### src/rtl/or_pkg.sv
// Shared helpers for the pipelined reduction family (or/and/xor variants).
// Provides the tree depth and per-level lane count used by the top levels.
package or_pkg;

  // Ceiling log2 for elaboration-time sizing; returns 0 for n <= 1.
  function automatic int clog2(input int n);
    int r;
    r = 0;
    for (int i = 0; i < 31; i++) begin
      if ((1 << i) < n) r = i + 1;
    end
    return r;
  endfunction

  // Number of lanes entering tree level `level` for a tree with `lanes` leaves.
  function automatic int lanes_at_level(input int lanes, input int level);
    return lanes >> level;
  endfunction

endpackage

### src/rtl/or_gate.sv
// Bitwise two-input OR built from inverters and a NAND: a | b == ~(~a & ~b).
module or_gate #(
  parameter int WIDTH = 1
) (
  input  logic [WIDTH-1:0] a,
  input  logic [WIDTH-1:0] b,
  output logic [WIDTH-1:0] y
);

  logic [WIDTH-1:0] a_n;
  logic [WIDTH-1:0] b_n;

  assign a_n = ~a;
  assign b_n = ~b;
  assign y   = ~(a_n & b_n);

endmodule

### src/rtl/or_level.sv
// One registered level of the OR tree: N_IN lanes in, N_IN/2 lanes out.
// Adjacent lane pairs (2k, 2k+1) are ORed into output lane k.
module or_level #(
  parameter int WIDTH = 8,
  parameter int N_IN  = 4
) (
  input  logic                    clk,
  input  logic                    rst,
  input  logic                    en,
  input  logic                    in_valid,
  input  logic [N_IN*WIDTH-1:0]   in_data,
  output logic                    out_valid,
  output logic [N_IN/2*WIDTH-1:0] out_data
);

  localparam int N_OUT = N_IN / 2;

  logic [N_OUT*WIDTH-1:0] pair_or;

  for (genvar k = 0; k < N_OUT; k++) begin : g_pair
    or_gate #(.WIDTH(WIDTH)) u_or (
      .a (in_data[(2*k)*WIDTH   +: WIDTH]),
      .b (in_data[(2*k+1)*WIDTH +: WIDTH]),
      .y (pair_or[k*WIDTH       +: WIDTH])
    );
  end

  // Stage register: capture pair ORs and valid when the pipe advances, else hold.
  // NOTE: sequential state uses non-blocking assignments so all levels update
  // from pre-edge values and the tree shifts one level per clock.
  always_ff @(posedge clk) begin
    if (rst) begin
      out_valid <= 1'b0;
      // NOTE: data is reset as well as valid so an idle stage never shows X
      // to downstream logic, even though its contents are don't-care.
      out_data  <= '0;
    end else if (en) begin
      out_valid <= in_valid;
      out_data  <= pair_or;
    end
  end

endmodule

### src/rtl/or_reduce_pipe.sv
// Pipelined OR-reduction of LANES words of WIDTH bits with valid/ready flow control.
// Latency is LEVELS = clog2(LANES) cycles; one beat per cycle when out_ready is high.
// Optional sticky accumulator of delivered results: define OR_REDUCE_STICKY_ACC_EN.
module or_reduce_pipe
  import or_pkg::*;
#(
  parameter int WIDTH = 8,
  parameter int LANES = 4
) (
  input  logic                   clk,
  input  logic                   rst,
  input  logic                   in_valid,
  output logic                   in_ready,
  input  logic [LANES*WIDTH-1:0] in_data,
  output logic                   out_valid,
  input  logic                   out_ready,
  output logic [WIDTH-1:0]       out_data
`ifdef OR_REDUCE_STICKY_ACC_EN
  ,
  input  logic                   acc_clr,
  output logic [WIDTH-1:0]       acc_data
`endif
);

  localparam int LEVELS = clog2(LANES);

  logic adv;
  logic in_fire;

  // Global stall: the whole tree moves only when the output slot is free or draining.
  assign adv      = out_ready | ~out_valid;
  assign in_ready = adv;
  assign in_fire  = in_valid & in_ready;

  for (genvar g = 0; g < LEVELS; g++) begin : lvl
    localparam int N_IN = lanes_at_level(LANES, g);

    logic                    v_in;
    logic [N_IN*WIDTH-1:0]   d_in;
    logic                    v_out;
    logic [N_IN/2*WIDTH-1:0] d_out;

    if (g == 0) begin : g_src
      assign v_in = in_fire;
      assign d_in = in_data;
    end else begin : g_src
      assign v_in = lvl[g-1].v_out;
      assign d_in = lvl[g-1].d_out;
    end

    or_level #(.WIDTH(WIDTH), .N_IN(N_IN)) u_level (
      .clk       (clk),
      .rst       (rst),
      .en        (adv),
      .in_valid  (v_in),
      .in_data   (d_in),
      .out_valid (v_out),
      .out_data  (d_out)
    );
  end

  assign out_valid = lvl[LEVELS-1].v_out;
  assign out_data  = lvl[LEVELS-1].d_out;

`ifdef OR_REDUCE_STICKY_ACC_EN
  logic             out_fire;
  logic [WIDTH-1:0] acc;

  assign out_fire = out_valid & out_ready;
  assign acc_data = acc;

  // Sticky accumulator of delivered results; a result delivered with the clear survives it.
  always_ff @(posedge clk) begin
    if (rst) begin
      acc <= '0;
    end else if (acc_clr) begin
      acc <= out_fire ? out_data : '0;
    end else if (out_fire) begin
      acc <= acc | out_data;
    end
  end
`else
  // No accumulator in this build.
`endif

endmodule
### config.mk
export PLATFORM = sky130hd
export DESIGN_NAME = or_reduce_pipe
export DESIGN_NICKNAME = d
export VERILOG_FILES = /design/src/rtl/or_pkg.sv /design/src/rtl/or_gate.sv /design/src/rtl/or_level.sv /design/src/rtl/or_reduce_pipe.sv
export SDC_FILE = /design/constraint.sdc
export NUM_CORES = 1
export LEC_CHECK = 0
export ABC_AREA = 1
export CAP_MARGIN = 30
export CORE_ASPECT_RATIO = 1.2
export CORE_MARGIN = 3
export CORE_UTILIZATION = 35
export CTS_CLUSTER_SIZE = 25
export DETAILED_ROUTE_END_ITERATION = 12
export PLACE_DENSITY = 0.73
export REMOVE_ABC_BUFFERS = 1
export SYNTH_ARGS = -nofsm -noshare
export SYNTH_HDL_FRONTEND = slang
export SYNTH_SLANG_ARGS = --single-unit
### constraint.sdc
create_clock -name clk -period 2.6 [get_ports clk]
set_clock_uncertainty 0.2 [all_clocks]
set_input_delay 0.26 -clock clk [delete_from_list [all_inputs] [get_ports clk]]
set_output_delay 0.26 -clock clk [all_outputs]
set_load 0.02 [all_outputs]
==> results of run 1 <==
==> final timing paths <==
check	start	endpoint	slack, ns
hold reg to reg	lvl[0].u_level.out_valid	lvl[1].u_level.out_valid	0.26
setup / recovery	out_ready	in_ready	0.50
setup reg to reg	lvl[1].u_level.out_valid	lvl[0].u_level.out_data[7]	1.06
hold / removal	lvl[0].u_level.out_valid	lvl[1].u_level.out_valid	0.26
==> state kept, by name (all words and copies together), names as in the netlist <==
signal                 flops
lvl.u_level.out_data      24
lvl.u_level.out_valid      2
==> cell type report <==
class	count	area [um^2]	share of cell area [%]
timing repair buffer	48	473	25.7
inverter	57	214	11.6
tap	50	62.6	3.40
sequential	26	520	28.3
multi-input combinational	127	514	28.0
clock buffer	4	55.1	2.99
==> layout by cell type, fill, tap and decap left out, drive strengths merged <==
cell type and count:
a21oi 1, buf 3, clkbuf 4, clkdlybuf4s50 45
dfxtp 26, inv 57, nand2 50, nand3 23
nor2 53
==> report_power, final <==
group          switching, mW  total, mW  internal, mW
combinational         0.0960      0.203         0.107
clock                  0.118      0.253         0.135
sequential            0.0123      0.444         0.432
==> through the flow <==
stage / worst slack [ns] / util (%) / area, um^2 / total power, mW / hold WS, ns
after floorplan: 0.878 / - / 1250 / 0.557 / 0.129
after global placement: 0.474 / 51.2 / 1780 / 0.655 / 0.242
after detailed placement: 0.473 / 51.2 / 1780 / 0.659 / 0.250
after CTS: 0.473 / 52.8 / 1840 / 0.917 / 0.265
after global routing: 0.432 / 52.8 / 1840 / 0.958 / 0.306
final: 0.496 / 52.8 / 1840 / 0.901 / 0.263
==> cell families (layout without fill, tap and decap cells) <==
kind of cell    count (synthesis)  after routing  share of synthesized area [%]
simple gates                  126            126                           38.5
buf+inv                        66            109                           21.7
compound gates                  1              1                          0.378
flops                          26             26                           39.4
==> worst min-delay path, delay by kind of cell, from the launching register on <==
kind            cells  cell delay, ns
compound gates      1            0.06
buf+inv             1            0.06
flops               1            0.30
==> routing by layer <==
layer | track usage (%) | vias up | part of all wire (%)
li1 | - | 703 | -
met5 | 0 | - | 0
met3 | 2.46 | 0 | 5.1
met2 | 21.3 | 25 | 50
met1 | 12.1 | 511 | 45
met4 | 3.54 | 0 | 0
==> flow_metrics.py, run 1 <==
metrics = {
    "run_status": {
        "outcome": "finished, final reports clean",
    },
    "grt": {
        "grtUsageTotal_pct": 11.4,
        "grt_pass1_vias": 1011,
        "grt_max_degree": 26,
        "grt-ovfl-total": 0,
        "grt_antenna_before_repair": 0,
        "grt_pass1_wl_mm": 4.02,
    },
    "placed_design": {
        "port_buffers": 45,
        "gp_congestion": 0.687,
        "dp_hpwl_mm": 1.77,
        "post-place-cells": 308,
    },
    "synthesis": {
        "synth_cells": 219,
        "yosysSeqAreaShare_pct": 39.4,
        "synthArstFlopShare_pct": 0,
        "synthesis.yosys.warnings": 0,
        "yosysMostFrequentCell": "inv_1",
        "synth_area_leaders": "dfxtp_1, inv_1, nor2_1",
        "ys.flop_type": "dfxtp_1",
        "synth_area_leader_cell": "dfxtp_1",
        "synth_area_um2": 1320,
        "yosysUniqueCellTypes": 11,
        "synth_top_area_share_pct": 39.4,
        "synthTopCellsByCount": "inv_1, nor2_1, nand2_1",
        "synth-edff-count": 0,
        "ys_ff_latch": 26,
        "syn_area_per_cell_um2": 6.03,
    },
    "critical_path": {
        "crit_family": "buffers and inverters",
        "r2r_cells": 5,
        "cp-start-kind": "input port",
        "cp_num_cells": 4,
        "crit_path_end_kind": "output pin",
        "crit_path_cell_trace": "clkdlybuf4s50_1 -> inv_1 -> nand2_1 -> clkdlybuf4s50_1",
        "cp.required_ns": 2.14,
        "critPathKind": "input port to output pin",
        "critPathMaxFanout": 6,
        "crit_arrival_ns": 1.64,
        "cpMostUsedCell": "clkdlybuf4s50_1",
        "critPathMaxStageDelay_ns": 0.64,
        "cp_num_buf_inv": 3,
        "cpMaxStageDelayCell": "clkdlybuf4s50_1",
    },
    "run": {
        "cap_violations": 0,
    },
    "timing": {
        "tightest_slew_ns": 0.733,
        "finalCritPeriodShare_pct": 80.9,
        "hold_violations": 0,
        "finalSetupTns_ns": 0,
        "rsz0062_at_grt": "false",
        "setup-violations-final": 0,
        "slew_headroom_pct": 51.1,
        "slew_violations": 0,
        "fmax_mhz": 475,
        "period_needed_ns": 2.10,
    },
    "cts": {
        "clk_path_buf_depth": 2,
        "cts_tree": "built",
        "clock_sinks": 26,
        "cts_setup_buffers": 0,
        "clock_latency_ns": 0.26,
        "htree_num_levels": 1,
        "path_clk_slew_ns": 0.08,
        "cts-buffers-inserted": 3,
        "holdBufCountCts": 0,
        "root_buffer": "clkbuf_8",
        "cts-resized-gates": 0,
    },
    "layout": {
        "n_fill_cell": 361,
        "final_cells": 312,
        "area.growth.synth_to_final_pct": 39.2,
        "antenna_cells": 0,
        "nNetsFinal": 299,
        "final_layout_size_suffix_gt1_share_pct": 3.44,
    },
    "pwr": {
        "power_per_cell_area_nw_per_um2": 490,
        "peakVddDrop_mv": 0.251,
        "power.leakage_nw": 0.981,
    },
    "floorplanning": {
        "die_area_um2": 4550,
        "floorplan.initialDensity_pct": 37.9,
        "die_width_um": 62.1,
        "rows": 23,
        "ios": 46,
        "placeableCoreArea_um2": 3480,
        "die_h_um": 73.3,
    },
    "route": {
        "viasPerCell": 3.97,
        "initialDrtViolationCount": 34,
        "dr.pass1.iters": 4,
        "wirelength_mm": 2.49,
        "wire_per_inst_um": 7.98,
        "ant_nets": 0,
        "vias": 1239,
        "drc_errors": 0,
    },
    "hold_path": {
        "hold_depth": 2,
        "hp-class": "register to register",
    },
}
Power figures use the tool's default switching activity.
==> run 2, diff against run 1 <==
--- a/config.mk
+++ b/config.mk
@@ -12,7 +12,7 @@
 export CORE_UTILIZATION = 35
 export CTS_CLUSTER_SIZE = 25
 export DETAILED_ROUTE_END_ITERATION = 12
-export PLACE_DENSITY = 0.73
+export PLACE_DENSITY = 0.75
 export REMOVE_ABC_BUFFERS = 1
 export SYNTH_ARGS = -nofsm -noshare
 export SYNTH_HDL_FRONTEND = slang
==> constraint.sdc (replaced) <==
create_clock -name clk -period 1.7 [get_ports clk]
set_clock_uncertainty 0.2 [all_clocks]
set_input_delay 0.17 -clock clk [delete_from_list [all_inputs] [get_ports clk]]
set_output_delay 0.17 -clock clk [all_outputs]
set_load 0.02 [all_outputs]
==> run 2 against run 1 <==
Net effect:
- first-iteration DRC count fell by 41%
- clock power is 55% higher
- count of clock-buffer cells in the layout stayed put
- wire length up 6.0%
- total power rose by 54%
- flip-flop and latch count unchanged
- sequential share of layout area shrank 0.47 points
==> flow_metrics.py, run 2 (synthesis gave the netlist of run 1 again) <==
metrics = {
    "pwr": {
        "power.leakage_nw": 1.01,
        "power_per_cell_area_nw_per_um2": 742,
        "clkPwrFrac_pct": 28.1,
        "internal_power_mw": 1.03,
        "p_comb_share_pct": 22.8,
        "p_sw_mw": 0.353,
        "switching_share_pct": 25.4,
        "peakVddDrop_mv": 0.419,
        "p_seq_share_pct": 49.1,
    },
    "floorplanning": {
        "placeableCoreArea_um2": 3480,
        "die_width_um": 62.1,
        "floorplan.initialDensity_pct": 37.9,
        "die_area_um2": 4550,
        "ios": 46,
        "die_h_um": 73.3,
        "rows": 23,
    },
    "cts": {
        "root_buffer": "clkbuf_8",
        "clock_latency_ns": 0.27,
        "cts_setup_buffers": 0,
        "path_clk_slew_ns": 0.08,
        "clk_path_buf_depth": 2,
        "holdBufCountCts": 0,
        "htree_num_levels": 1,
        "cts-buffers-inserted": 3,
        "clock_sinks": 26,
        "cts_tree": "built",
    },
    "timing": {
        "tightest_slew_ns": 0.737,
        "hold-worst-slack_ns": 0.264,
        "hold_violations": 0,
        "finalCritPeriodShare_pct": 94.0,
        "setup-violations-final": 0,
        "finalSetupTns_ns": 0,
        "fin_ws_ns": 0.102,
        "fmax_mhz": 626,
        "rsz0062_at_grt": "false",
        "slew_headroom_pct": 50.8,
        "period_needed_ns": 1.60,
        "slew_violations": 0,
    },
    "critical_path": {
        "cp-start-kind": "register",
        "r2r_cells": 6,
        "crit_family": "buffers and inverters",
        "cpMaxStageDelayCell": "clkdlybuf4s50_1",
        "r2r_end": "lvl[0].u_level.out_data[11]",
        "crit_path_cell_trace": "clkdlybuf4s50_1",
        "r2r_slack_ns": 0.35,
        "cp_num_buf_inv": 1,
        "critPathMaxStageDelay_ns": 0.61,
        "critPathKind": "register to output pin",
        "crit_path_end_kind": "output pin",
        "r2r-start": "lvl[1].u_level.out_valid",
        "cp.required_ns": 1.33,
        "critPathMaxFanout": 2,
        "crit_arrival_ns": 1.23,
    },
    "route": {
        "vias": 1282,
        "drc_errors": 0,
        "wire_per_inst_um": 8.35,
        "initialDrtViolationCount": 20,
        "dr.pass1.iters": 4,
        "wirelength_mm": 2.64,
        "ant_nets": 0,
        "viasPerCell": 4.06,
    },
    "placed_design": {
        "dp_hpwl_mm": 1.90,
        "gp_congestion": 0.751,
        "post-place-ws_ns": -0.111,
        "port_buffers": 45,
        "post-place-cells": 312,
    },
    "grt": {
        "grt_pass1_vias": 1163,
        "grt-ovfl-total": 0,
        "grt_antenna_before_repair": 0,
        "grt_max_degree": 26,
        "grt_pass1_wl_mm": 4.62,
        "grtUsageTotal_pct": 13.3,
    },
    "layout": {
        "largest_reg_flops": 24,
        "n_fill_cell": 352,
        "mostFrequentLayoutCells": "inv_1, nor2_1, nand2_1",
        "largest_registers": "lvl.u_level.out_data x24, lvl.u_level.out_valid x2",
        "regArea_um2": 520,
        "final_common_cell": "inv_1",
        "antenna_cells": 0,
        "nNetsFinal": 303,
        "area.growth.synth_to_final_pct": 41.6,
        "multi_input_area_um2": 514,
        "final_layout_size_suffix_gt1_share_pct": 4.89,
        "final_cells": 316,
        "top_register": "lvl.u_level.out_data",
    },
    "hold_path": {
        "hp-class": "register to register",
        "holdPathEnd": "lvl[1].u_level.out_valid",
        "holdCritStartpoint": "lvl[0].u_level.out_valid",
        "hold_depth": 2,
    },
    "run_status": {
        "outcome": "finished, final reports clean",
    },
    "run": {
        "cap_violations": 0,
    },
}
[run 2: cell count changes in the layout (fill, tap and decap cells not counted)]
cell             before  now
dlygate4sd2_1         0    1
clkdlybuf4s50_1      45   43
buf_4                 3    7
dlymetal6s2s_1        0    1
[run 2: layout make-up]
type	count	share of cell area (%)
inverters	57	11.4
flip-flops and latches	26	27.8
multi-input cells	127	27.5
well taps	50	3.34
repair buffers	52	27.0
clock buffers	4	2.94
[run 2: repair_timing]
| item | CTS | global route |
|---|---|---|
| gates resized for setup | 1 | 1 |
| hold endpoints to repair | 0 | 0 |
| setup endpoints to repair | 1 | 1 |
[run 2: through the flow]
stage	power [mW]	instance area (um^2)	util, %
2_1_floorplan	0.852	1250	-
3_3_place_gp	1.01	1810	52.1
3_5_place_dp	1.01	1810	52.1
4_1_cts	1.41	1870	53.6
5_1_grt	1.47	1870	53.7
6_report	1.39	1870	53.7
[run 2: power groups by stage]
stage | Sequential, mW | Clock (mW) | Combinational [mW]
after detailed placement | 0.695 | 0 | 0.319
after global routing | 0.686 | 0.426 | 0.361
after floorplan | 0.722 | 0 | 0.130
after CTS | 0.681 | 0.407 | 0.320
final | 0.681 | 0.391 | 0.316
after global placement | 0.693 | 0 | 0.314
[run 2: how the worst max path moves through the flow]
| stage | slack, ns | endpoint | cells after the start | startpoint |
|---|---|---|---|---|
| 6_report | 0.10 | out_data[5] | 1 | lvl[1].u_level.out_data[5] |
| 4_1_cts | 0.0006 | out_valid | 1 | lvl[1].u_level.out_valid |
| 3_3_place_gp | -0.12 | in_ready | 4 | out_ready |
| 5_1_grt | 0.04 | out_data[5] | 1 | lvl[1].u_level.out_data[5] |
| 2_1_floorplan | -0.02 | lvl[0].u_level.out_data[14] | 3 | lvl[1].u_level.out_valid |
| 3_5_place_dp | -0.11 | in_ready | 4 | out_ready |
[run 2: layer usage]
| metal | track usage [%] | wire length, um |
|---|---|---|
| met1 | 14.0 | 1140 |
| met2 | 23.5 | 1300 |
| met3 | 3.69 | 160 |
| met4 | 6.13 | 35 |
| met5 | 0 | 0 |
==> run 3, diff against run 2 <==
--- a/config.mk
+++ b/config.mk
@@ -12,6 +12,7 @@
 export CORE_UTILIZATION = 35
 export CTS_CLUSTER_SIZE = 25
 export DETAILED_ROUTE_END_ITERATION = 12
+export HOLD_SLACK_MARGIN = 0.08
 export PLACE_DENSITY = 0.75
 export REMOVE_ABC_BUFFERS = 1
 export SYNTH_ARGS = -nofsm -noshare
==> results of run 3 <==
Same layout as run 2: the final DEF is identical, and so are final timing and power.
